--- src/rtl/mps_pkg.sv ---
// Shared types and constants for the local-bus to AXI4-Lite master bridge.
// Latency: n/a (package only).
// Backpressure: n/a (package only).
package mps_pkg;

   typedef enum logic [2:0] {
      ST_IDLE  = 3'd0,
      ST_WADDR = 3'd1,   // AW and W outstanding together
      ST_WRESP = 3'd2,
      ST_RADDR = 3'd3,
      ST_RDATA = 3'd4,
      ST_DONE  = 3'd5
   } state_e;

   localparam logic [1:0]  AXI_OKAY   = 2'b00;
   localparam logic [1:0]  AXI_SLVERR = 2'b10;
   localparam logic [1:0]  AXI_DECERR = 2'b11;

   // Read data returned to the host when a transaction is aborted.
   localparam logic [31:0] ABORT_DATA = 32'hFFFF_FFFF;

   // Anything other than OKAY (including EXOKAY, which AXI4-Lite never
   // legitimately returns) is reported to the host as an error.
   function automatic logic resp_is_err(input logic [1:0] resp);
      return resp != AXI_OKAY;
   endfunction

endpackage

--- src/rtl/mps_lbus_timeout.sv ---
// Transaction watchdog: loadable up-counter that flags expiry.
// Latency: expire_o asserts combinationally in the cycle the count steps to LIMIT-1.
// Backpressure: none; counts every cycle en_i is high.
//
// Ports:
//   aclk, aresetn  clock / async active-low reset
//   clr_i          clear count to 0 (request accept)
//   en_i           count enable (transaction in flight)
//   expire_o       high while enabled and the count is about to reach LIMIT-1
module mps_lbus_timeout #(
   parameter int unsigned LIMIT = 1024
) (
   input  logic aclk,
   input  logic aresetn,
   input  logic clr_i,
   input  logic en_i,
   output logic expire_o
);

   localparam int unsigned CW = $clog2(LIMIT) + 1;

   logic [CW-1:0] cnt_q, cnt_d;

   // Expiry is flagged on the step to LIMIT-1 so the state machine moves to
   // its completion state in the same edge the counter gets there.
   assign expire_o = en_i && (cnt_q == CW'(LIMIT - 2));

   always_comb begin
      cnt_d = cnt_q;
      if (clr_i) begin
         cnt_d = '0;
      end else if (en_i && !expire_o) begin
         cnt_d = cnt_q + 1'b1;
      end
   end

   always_ff @(posedge aclk or negedge aresetn) begin
      if (!aresetn) begin
         cnt_q <= '0;
      end else begin
         cnt_q <= cnt_d;
      end
   end

endmodule

--- src/rtl/mps_lbus_axi_master.sv ---
// Local-bus register request -> single AXI4-Lite master transaction bridge.
// Latency: accept to resp_valid is 3 edges with a zero-wait slave (resp_valid in the 4th cycle).
// Backpressure: req_ready low from accept until the completion pulse; one transaction in flight.
//
// Ports: aclk/aresetn clock and async active-low reset; req_* host request
// (valid/ready, we, addr, wdata, be); resp_* one-cycle completion with rdata/err;
// m_axi_* AXI4-Lite master (AW, W, B, AR, R channels).
// Optional build macro MPS_LBUS_TIMEOUT_EN: abort with resp_err=1 and all-ones
// read data after TIMEOUT_CYCLES in flight; late B/R responses are drained.
module mps_lbus_axi_master #(
   parameter int unsigned ADDR_WIDTH     = 32,
   parameter int unsigned TIMEOUT_CYCLES = 1024
) (
   input  logic                  aclk,
   input  logic                  aresetn,
   input  logic                  req_valid,
   output logic                  req_ready,
   input  logic                  req_we,
   input  logic [ADDR_WIDTH-1:0] req_addr,
   input  logic [31:0]           req_wdata,
   input  logic [3:0]            req_be,
   output logic                  resp_valid,
   output logic [31:0]           resp_rdata,
   output logic                  resp_err,
   output logic [ADDR_WIDTH-1:0] m_axi_awaddr,
   output logic                  m_axi_awvalid,
   input  logic                  m_axi_awready,
   output logic [31:0]           m_axi_wdata,
   output logic [3:0]            m_axi_wstrb,
   output logic                  m_axi_wvalid,
   input  logic                  m_axi_wready,
   input  logic [1:0]            m_axi_bresp,
   input  logic                  m_axi_bvalid,
   output logic                  m_axi_bready,
   output logic [ADDR_WIDTH-1:0] m_axi_araddr,
   output logic                  m_axi_arvalid,
   input  logic                  m_axi_arready,
   input  logic [31:0]           m_axi_rdata,
   input  logic [1:0]            m_axi_rresp,
   input  logic                  m_axi_rvalid,
   output logic                  m_axi_rready
);

   import mps_pkg::*;

   state_e                state_q, state_d;
   logic [ADDR_WIDTH-1:0] addr_q, addr_d;
   logic [31:0]           wdata_q, wdata_d;
   logic [3:0]            be_q, be_d;
   logic                  aw_done_q, aw_done_d;
   logic                  w_done_q, w_done_d;
   logic [31:0]           rdata_q, rdata_d;
   logic                  err_q, err_d;
   logic                  accept;
   logic                  busy;
   logic                  to_expire;
   logic                  drain_b_q, drain_b_d;
   logic                  drain_r_q, drain_r_d;

   assign busy = (state_q == ST_WADDR) || (state_q == ST_WRESP) ||
                 (state_q == ST_RADDR) || (state_q == ST_RDATA);

`ifdef MPS_LBUS_TIMEOUT_EN
   mps_lbus_timeout #(
      .LIMIT (TIMEOUT_CYCLES)
   ) u_timeout (
      .aclk     (aclk),
      .aresetn  (aresetn),
      .clr_i    (accept),
      .en_i     (busy),
      .expire_o (to_expire)
   );
`else
   assign to_expire = 1'b0;
`endif

   // Outputs are decoded from registered state only, so address/data/strobe
   // are held from the accept edge and cannot move while a valid is up.
   assign req_ready     = (state_q == ST_IDLE);
   assign resp_valid    = (state_q == ST_DONE);
   assign resp_rdata    = rdata_q;
   assign resp_err      = err_q;
   assign m_axi_awaddr  = addr_q;
   assign m_axi_araddr  = addr_q;
   assign m_axi_wdata   = wdata_q;
   assign m_axi_wstrb   = be_q;
   assign m_axi_awvalid = (state_q == ST_WADDR) && !aw_done_q;
   assign m_axi_wvalid  = (state_q == ST_WADDR) && !w_done_q;
   assign m_axi_arvalid = (state_q == ST_RADDR);
   // A response that straggles in after an abort is taken for one cycle
   // and thrown away so the slave is not left stalled.
   assign m_axi_bready  = (state_q == ST_WRESP) || (drain_b_q && m_axi_bvalid);
   assign m_axi_rready  = (state_q == ST_RDATA) || (drain_r_q && m_axi_rvalid);

   always_comb begin
      state_d   = state_q;
      addr_d    = addr_q;
      wdata_d   = wdata_q;
      be_d      = be_q;
      aw_done_d = aw_done_q;
      w_done_d  = w_done_q;
      rdata_d   = rdata_q;
      err_d     = err_q;
      accept    = 1'b0;
      drain_b_d = drain_b_q && !m_axi_bvalid;
      drain_r_d = drain_r_q && !m_axi_rvalid;

      case (state_q)
         ST_IDLE: begin
            if (req_valid) begin
               accept    = 1'b1;
               addr_d    = req_addr;
               wdata_d   = req_wdata;
               be_d      = req_be;
               aw_done_d = 1'b0;
               w_done_d  = 1'b0;
               rdata_d   = '0;
               err_d     = 1'b0;
               state_d   = req_we ? ST_WADDR : ST_RADDR;
            end
         end
         ST_WADDR: begin
            // Ready while our valid is already retired is harmless: the
            // flag is simply set again.
            if (m_axi_awready) aw_done_d = 1'b1;
            if (m_axi_wready)  w_done_d  = 1'b1;
            if (aw_done_d && w_done_d) state_d = ST_WRESP;
         end
         ST_WRESP: begin
            if (m_axi_bvalid) begin
               err_d   = resp_is_err(m_axi_bresp);
               state_d = ST_DONE;
            end
         end
         ST_RADDR: begin
            if (m_axi_arready) state_d = ST_RDATA;
         end
         ST_RDATA: begin
            if (m_axi_rvalid) begin
               rdata_d = m_axi_rdata;
               err_d   = resp_is_err(m_axi_rresp);
               state_d = ST_DONE;
            end
         end
         ST_DONE: begin
            state_d = ST_IDLE;
         end
         default: begin
            state_d = ST_IDLE;
         end
      endcase

      if (to_expire) begin
         state_d = ST_DONE;
         err_d   = 1'b1;
         rdata_d = ABORT_DATA;
         // Only expect a late response if the request reached the slave and
         // the response was not consumed in this very cycle.
         if (state_q == ST_WRESP && !m_axi_bvalid) drain_b_d = 1'b1;
         if (state_q == ST_RDATA && !m_axi_rvalid) drain_r_d = 1'b1;
      end
   end

   always_ff @(posedge aclk or negedge aresetn) begin
      if (!aresetn) begin
         state_q   <= ST_IDLE;
         addr_q    <= '0;
         wdata_q   <= '0;
         be_q      <= '0;
         aw_done_q <= 1'b0;
         w_done_q  <= 1'b0;
         rdata_q   <= '0;
         err_q     <= 1'b0;
         drain_b_q <= 1'b0;
         drain_r_q <= 1'b0;
      end else begin
         state_q   <= state_d;
         addr_q    <= addr_d;
         wdata_q   <= wdata_d;
         be_q      <= be_d;
         aw_done_q <= aw_done_d;
         w_done_q  <= w_done_d;
         rdata_q   <= rdata_d;
         err_q     <= err_d;
         drain_b_q <= drain_b_d;
         drain_r_q <= drain_r_d;
      end
   end

endmodule
--- config.mk ---
export PLATFORM = sky130hd
export DESIGN_NAME = mps_lbus_axi_master
export DESIGN_NICKNAME = d
export VERILOG_FILES = /design/src/rtl/mps_pkg.sv /design/src/rtl/mps_lbus_timeout.sv /design/src/rtl/mps_lbus_axi_master.sv
export SDC_FILE = /design/constraint.sdc
export NUM_CORES = 1
export LEC_CHECK = 0
export CAP_MARGIN = 10
export CORE_ASPECT_RATIO = 0.7
export CORE_MARGIN = 2
export CORE_UTILIZATION = 40
export CTS_CLUSTER_DIAMETER = 100
export CTS_CLUSTER_SIZE = 10
export DETAILED_ROUTE_END_ITERATION = 8
export DONT_BUFFER_PORTS = 1
export GPL_TIMING_DRIVEN = 0
export PLACE_DENSITY = 0.64
export SLEW_MARGIN = 20
export SYNTH_ARGS = -nofsm -noshare
export SYNTH_HDL_FRONTEND = slang
export SYNTH_HIERARCHICAL = 1
export SYNTH_SLANG_ARGS = --single-unit
--- constraint.sdc ---
create_clock -name aclk -period 2.22 [get_ports aclk]
set_clock_uncertainty 0.15 [all_clocks]
set_input_delay 0.444 -clock aclk [delete_from_list [all_inputs] [get_ports aclk]]
set_output_delay 0.444 -clock aclk [all_outputs]
set_load 0.1 [all_outputs]
; After elaboration in Yosys (flattened, before gate mapping)
; Cells that the tools add are included.
[word_totals]
ff_bits = 108
latchBits = 0
ramBits = 0
mem_bits_ro = 0
input_bits = 113
out_inout_bits = 140
elab_cells = 64
n_memories = 0
[classes]
add_sub_neg = 0
multipliers = 0
n_div = 0
magnitude_cmp = 0
eq_ne = 10
n_shift = 0
mux = 20
bitwise = 0
reduce_logical = 24
[ops]
columns = cell, count
row1 = 32-bit two-way mux, 2
row2 = 32-bit case mux with 2 select lines, 1
row3 = 3-bit two-way mux, 5
row4 = 3-bit case mux with 5 select lines, 1
row5 = 2-bit nonzero test, 4
row6 = 1-bit logical AND, 7
row7 = 1-bit two-way mux, 7
row8 = 3-bit by 2-bit == test with 1-bit output (second input constant), 2
row9 = 3-bit == test (second input constant), 2
row10 = 2-bit != test (second input constant), 3
row11 = 5-bit AND reduction, 1
row12 = 1-bit zero test, 4
row13 = 2-bit by 1-bit != test with 1-bit output (second input constant), 2
row14 = 1-bit case mux with 2 select lines, 2
row15 = 2-bit AND reduction, 2
row16 = 4-bit AND reduction, 1
row17 = 3-bit by 1-bit == test with 1-bit output (second input constant), 1
row18 = 3-bit zero test, 1
row19 = 1-bit case mux with 3 select lines, 1
row20 = 3-bit AND reduction, 1
row21 = 3-bit nonzero test, 1
row22 = 1-bit logical OR, 2
row23 = 2-bit two-way mux, 1

; Longest topological paths before layout
; Gate-level depths: netlist of run 1.
[logic_depth]
ltp_word = 5
depth_mapped = 6
ltp_nobuf = 3

; Worst setup path after synthesis of run 1
; No wires, ideal clock.
[synth_timing]
path_kind = reg-to-output
start = register state_q[2]
end = output port m_axi_awvalid
arrival_ps = 2918
required_ps = 1626
path_slack_ps = -1292
path_stages_with_launch = 4
cell_sequence = dfrtp_1 -> clkbuf_1 -> clkbuf_1 -> nor3_1
[synth_via]
elab_chain_len = 2
[synth_rtl]
columns = element, line_no
row1 = "start, declared", mps_lbus_axi_master.sv:46  ; state_e state_q, state_d;
row2 = "start signal, assigned", mps_lbus_axi_master.sv:177  ; state_q <= state_d;
row3 = 3-bit by 1-bit == test with 1-bit output, mps_lbus_axi_master.sv:87  ; assign m_axi_awvalid = (state_q == ST_WADDR) && !aw_done_q;
row4 = 1-bit logical AND, mps_lbus_axi_master.sv:87
row5 = "end, declared", mps_lbus_axi_master.sv:26  ; output logic m_axi_awvalid,
; No other way between the ends.

; Final worst setup path of run 1
[layout_timing]
start = register state_q[1]
end = output port m_axi_awvalid
; Same word-level chain as after synthesis.

==> summary.txt, run 1 <==
Logic synthesis
  – Sequential fraction of the synthesis area: 58.13%
  – Netlist area before placement: 4649 um2
  – Synthesized instance count: 372
  – Distinct cell type count after synthesis: 28
  – Area share of the largest cell type after synthesis: 58.13%
  – Cells taking the most area after synthesis: sky130_fd_sc_hd__dfrtp_1 58%, sky130_fd_sc_hd__mux2_2 12%, sky130_fd_sc_hd__mux2_4 6.5%, sky130_fd_sc_hd__buf_4 5.3%, sky130_fd_sc_hd__nand4_1 4.3%
  – Mapped Avg Cell Area: 12.50 um2
  – Yosys warns: 6
  – Biggest area consumer among synthesized cells: sky130_fd_sc_hd__dfrtp_1
  – Flops & latches, synth: 108
  – Net count after synthesis: 485

STA
  – Max Transition Viols Final: 0
  – Final Hold Fails: 108
  – Final hold slack: -0.3626 ns
  – PnR worst setup slack: -0.3358 ns
  – FMAX: 391.3 MHz
  – Unrepaired setup endpoints after global routing: true
  – Crit path time final: 2.556 ns
  – Period utilisation layout: 115.1%
  – Final setup violation count: 73
  – Measured slew at the worst slew-check pin: 1.073 ns
  – Max_slew headroom: 28.22%

Setup path
  – Arrival time worst endpoint: 1.96 ns
  – Crit path kind: register to output port
  – Type of element capturing the critical path: output port
  – Worst-path maximum fanout: 10
  – Critical path required time: 1.63 ns
  – Worst setup SP type: register

Finish
  – Total inserted antenna cells: 0
  – Area grow syn2layout: 23.71%
  – Net count, final: 505
  – Fraction of layout instances using a drive strength above 1: 46.60%

CTS
  – Clock tree from TritonCTS: yes
  – Clock transition time at the flip-flop clock pins of the worst setup and hold paths: 0.08 ns
  – Number of buffers inserted for hold repair after clock tree synthesis: 1
  – Clock root buffer master: sky130_fd_sc_hd__clkbuf_16
  – Clock tree sinks: 108
  – Number of buffers created by CTS: 9
  – Longest Clk Path Bufs: 2
  – Clock latency at the later pin of the worst-skew pair: 0.34 ns
  – H-tree level count: 3

Global route
  – Combined global-route utilization of all metal layers: 18.35%
  – Initial antenna violation count: 0
  – Total global routing overflow: 0
  – Pin count of the biggest net entering global routing: 109
  – Global-route wire length before repair: 17450 um
  – Vias in the first global route: 3062

Floorplan
  – Die width: 132.9 um
  – Num rows: 32
  – Die span in y: 94.21 um
  – Number of ports placed on the die boundary: 253
  – Die Outline Area: 12520 um2
  – Starting density of the core: 41.62%
  – Area of the core: 11170 um2

Routing
  – Vias per std cell: 5.309
  – DRC marker count from the first detailed-route iteration: 119
  – DRT antenna net count: 0
  – Vias: 2920
  – Average routed wire per standard cell: 20.82 um
  – Number of detailed-routing iterations run before antenna repair: 4
  – Wirelength, routed: 11450 um
  – DRC violation count after routing: 0

Place
  – Final weighted congestion of routability-driven global placement: 0.7860
  – Total of buffers placed on input and output ports: 0
  – Post-detail-place hpwl: 8279 um

Run
  – Max-capacitance violation count: 0

Status
  – Failing checks: hold timing, setup timing
  – Outcome: complete, but fails checks

Worst hold path
  – Type of the tightest min-delay check: input pin to async pin
[what timing repair did]
action / in CTS / in global routing
pin swaps: 6 / 4
gates cloned: 2 / 0
setup endpoints to repair: 108 / 80
hold endpoints to repair: 109 / 108
resized for setup: 56 / 13
setup buffers: 7 / 0
[routing by layer]
layer / track usage (%) / part of all wire, % / vias to the layer above
met2: 31.30 / 50 / 164
met4: 5.735 / 1.7 / 0
met1: 21.49 / 38 / 1448
li1: - / - / 1292
met3: 7.174 / 9.7 / 16
met5: 0 / 0 / -
[layout by cell type (no fill, tap or decap), drive strengths merged, types with 4 or more instances in the layout]
cell | Yosys | routed
dfrtp | 108 | 108
mux2 | 70 | 70
buf | 41 | 51
inv | 34 | 38
o21ai | 34 | 34
nand4 | 32 | 32
clkbuf | 15 | 22
nor2 | 8 | 8
nand2 | 5 | 5
a21oi | 4 | 4
[worst max-delay path, cell delays in order (launching register included)]
cell and delay (ns):
sky130_fd_sc_hd__dfrtp_1 0.42, sky130_fd_sc_hd__buf_4 0.19, sky130_fd_sc_hd__nand2b_4 0.18, sky130_fd_sc_hd__nor3_4 0.82
[sequential cells by signal, summed over array words and instances, names as in the netlist]
name          flops
m_axi_wdata      32
resp_rdata       32
aw_done_q         1
state_q           3
m_axi_araddr     32
w_done_q          1
drain_r_q         1
drain_b_q         1
resp_err          1
m_axi_wstrb       4
[Yosys cell counts, drive strengths merged]
library cell	count
o21ai	34
and2	2
nor2b	2
nor3	3
nand2	5
buf	41
nor2	8
mux2i	1
clkbuf	15
o2bb2ai	1
nand4	32
a2bb2oi	1
a22o	1
a21oi	4
nand3b	1
o2111ai	1
or3b	2
dfrtp	108
o32ai	1
o22ai	2
inv	34
mux2	70
nand2b	3
[cell families after synthesis]
logic type | Yosys count | synth area share [%]
buf+inv | 90 | 10.52
flops | 108 | 58.13
simple gates | 58 | 7.266
mux | 71 | 18.78
compound gates | 45 | 5.301
[through the flow]
step	setup WS (ns)	instance area (um2)	instances	setup TNS [ns]	utilization, %
floorplan	-0.4400	4933	372	-12.47	-
global placement	-0.6696	5125	525	-21.27	45.88
detailed placement	-0.4192	5131	525	-21.09	45.93
CTS	-0.3579	5729	550	-23.50	51.29
global route	-0.4085	5752	550	-26.45	51.49
finish	-0.3358	5752	550	-20.50	51.49
[path summary, 6_finish.rpt]
kind / from / to / slack [ns] / cells past startpoint
worst max-delay path: state_q[1] / m_axi_awvalid / -0.34 / 3
worst min-delay path: aresetn / m_axi_araddr[29] / -0.36 / 0
worst max register to register: state_q[1] / m_axi_wdata[16] / -0.33 / 6
worst min register to register: drain_b_q / drain_b_q / 0.36 / 1
max in group asynchronous: aresetn / m_axi_araddr[0] / 2.14 / 0
min in group aclk: req_we / state_q[1] / 0.06 / 1
[layout make-up]
cell class | instances | area [um2]
plain buffers | 55 | 485.5
clock buffers | 9 | 225.2
clock inverters | 7 | 102.6
fillers | 961 | 5419
inverters | 34 | 127.6
multi-input cells | 174 | 1729
flip-flops and latches | 108 | 2745
well taps | 153 | 191.4
repair buffers | 10 | 145.1
Power of run 1 is not shown: default switching activity piles up to over one toggle a cycle in this logic, so the estimate is an artifact.
==> run 2, diff against run 1 <==
--- a/config.mk
+++ b/config.mk
@@ -14,7 +14,9 @@
 export DETAILED_ROUTE_END_ITERATION = 8
 export DONT_BUFFER_PORTS = 1
 export GPL_TIMING_DRIVEN = 0
+export HOLD_SLACK_MARGIN = 0.02
 export PLACE_DENSITY = 0.64
+export SKIP_LAST_GASP = 1
 export SLEW_MARGIN = 20
 export SYNTH_ARGS = -nofsm -noshare
 export SYNTH_HDL_FRONTEND = slang
==> run 2 against run 1 <==
Against the previous run: the run still ends with hold timing, setup timing left; global-route usage unchanged; cell count unchanged; maximum frequency about the same; cell area about the same; critical path depth unchanged; worst setup slack about the same; hold slack unchanged.
==> summary.txt, run 2 (same netlist as run 1, synthesis figures left out) <==
Place
  – Post-detail-place hpwl: 8279 um
  – Total of buffers placed on input and output ports: 0
  – Final weighted congestion of routability-driven global placement: 0.7860

CTS
  – Clock root buffer master: sky130_fd_sc_hd__clkbuf_16
  – Number of buffers created by CTS: 9
  – H-tree level count: 3
  – Clock transition time at the flip-flop clock pins of the worst setup and hold paths: 0.08 ns
  – Clock tree from TritonCTS: yes
  – Clock tree sinks: 108
  – Number of buffers inserted for hold repair after clock tree synthesis: 1
  – Longest Clk Path Bufs: 2
  – Clock latency at the later pin of the worst-skew pair: 0.34 ns

Finish
  – Layout fillers: 962
  – Fraction of layout instances using a drive strength above 1: 46.60%
  – Most frequent standard cell in the layout excluding fill and tap cells: sky130_fd_sc_hd__dfrtp_1
  – Area grow syn2layout: 23.68%
  – Total area of sequential cells: 2745 um2
  – Footprint of the multi-input gates: 1729 um2
  – Net count, final: 505
  – Top library cells by usage in the layout, fill and taps aside: 74 x sky130_fd_sc_hd__dfrtp_1, 68 x sky130_fd_sc_hd__mux2_4, 35 x sky130_fd_sc_hd__buf_4
  – Total inserted antenna cells: 0

STA
  – FMAX: 391.3 MHz
  – Crit path time final: 2.556 ns
  – PnR worst setup slack: -0.3359 ns
  – Final setup violation count: 73
  – Final Hold Fails: 108
  – Unrepaired setup endpoints after global routing: true
  – Measured slew at the worst slew-check pin: 1.073 ns
  – Max Transition Viols Final: 0
  – Max_slew headroom: 28.22%
  – Period utilisation layout: 115.1%
  – Final hold slack: -0.3626 ns

Routing
  – Vias: 2917
  – DRC marker count from the first detailed-route iteration: 119
  – Wirelength, routed: 11450 um
  – Vias per std cell: 5.304
  – Number of detailed-routing iterations run before antenna repair: 4
  – Average routed wire per standard cell: 20.83 um
  – DRC violation count after routing: 0
  – DRT antenna net count: 0

Global route
  – Vias in the first global route: 3062
  – Total global routing overflow: 0
  – Initial antenna violation count: 0
  – Combined global-route utilization of all metal layers: 18.35%
  – Global-route wire length before repair: 17450 um
  – Pin count of the biggest net entering global routing: 109

Worst hold path
  – Type of the tightest min-delay check: input pin to async pin

Setup path
  – Worst reg2reg path depth: 6
  – Critical path required time: 1.63 ns
  – Crit path kind: register to output port
  – Type of element capturing the critical path: output port
  – Worst-path maximum fanout: 10
  – Arrival time worst endpoint: 1.96 ns
  – Worst setup SP type: register

Floorplan
  – Number of ports placed on the die boundary: 253
  – Die span in y: 94.21 um
  – Die Outline Area: 12520 um2
  – Area of the core: 11170 um2
  – Starting density of the core: 41.62%
  – Die width: 132.9 um
  – Num rows: 32

Run
  – Max-capacitance violation count: 0

Status
  – Outcome: complete, but fails checks
  – Failing checks: hold timing, setup timing
## run 2: cell types whose count changed in the layout (fill, tap and decap cells not counted), sizes merged
cell    before  now
clkbuf      22   23
buf         51   50
## run 2: repair_timing
action                     CTS  global route
pin swaps                    6             4
resized for setup           54            15
hold endpoints to repair   109           108
buffers inserted             7             0
cloned                       2             0
setup endpoints to repair  108            81
## run 2: area by class of cell
class,count,area share (%)
inverters,34,2.219
plain buffers,55,8.420
repair buffers,10,2.524
multi-input cells,174,30.07
well taps,153,3.329
clock buffers,9,3.916
flip-flops and latches,108,47.74
clock inverters,7,1.784
## run 2: worst max-delay path, stage by stage (launching register included)
cell and delay [ns]:
sky130_fd_sc_hd__dfrtp_1 0.42, sky130_fd_sc_hd__buf_4 0.19, sky130_fd_sc_hd__nand2b_4 0.18, sky130_fd_sc_hd__nor3_4 0.82
## run 2: metal layers
layer / GRT usage [%] / up-vias / wire [um]
met1: 21.49 / 1444 / 4376
met5: 0 / - / 0
met3: 7.174 / 16 / 1125
met4: 5.735 / 0 / 189
li1: - / 1291 / -
met2: 31.30 / 166 / 5763
## run 2: worst paths after layout
check	start	to	slack (ns)
worst min register to register	drain_b_q	drain_b_q	0.36
worst max-delay path	state_q[1]	m_axi_awvalid	-0.34
min in group aclk	req_we	state_q[1]	0.06
worst max register to register	state_q[1]	m_axi_wdata[16]	-0.33
max in group asynchronous	aresetn	m_axi_araddr[0]	2.14
worst min-delay path	aresetn	m_axi_araddr[29]	-0.36
## run 2: through the flow
stage / util, % / instances / area, um2 / TNS (ns) / setup slack, ns
after floorplan: - / 372 / 4933 / -12.47 / -0.4400
after global placement: 45.88 / 525 / 5125 / -21.27 / -0.6696
after detailed placement: 45.93 / 525 / 5131 / -21.09 / -0.4192
after CTS: 51.25 / 550 / 5725 / -23.66 / -0.3579
after global routing: 51.48 / 550 / 5751 / -26.45 / -0.4085
final: 51.48 / 550 / 5751 / -20.51 / -0.3359
Power of run 2 is left out for the same reason.
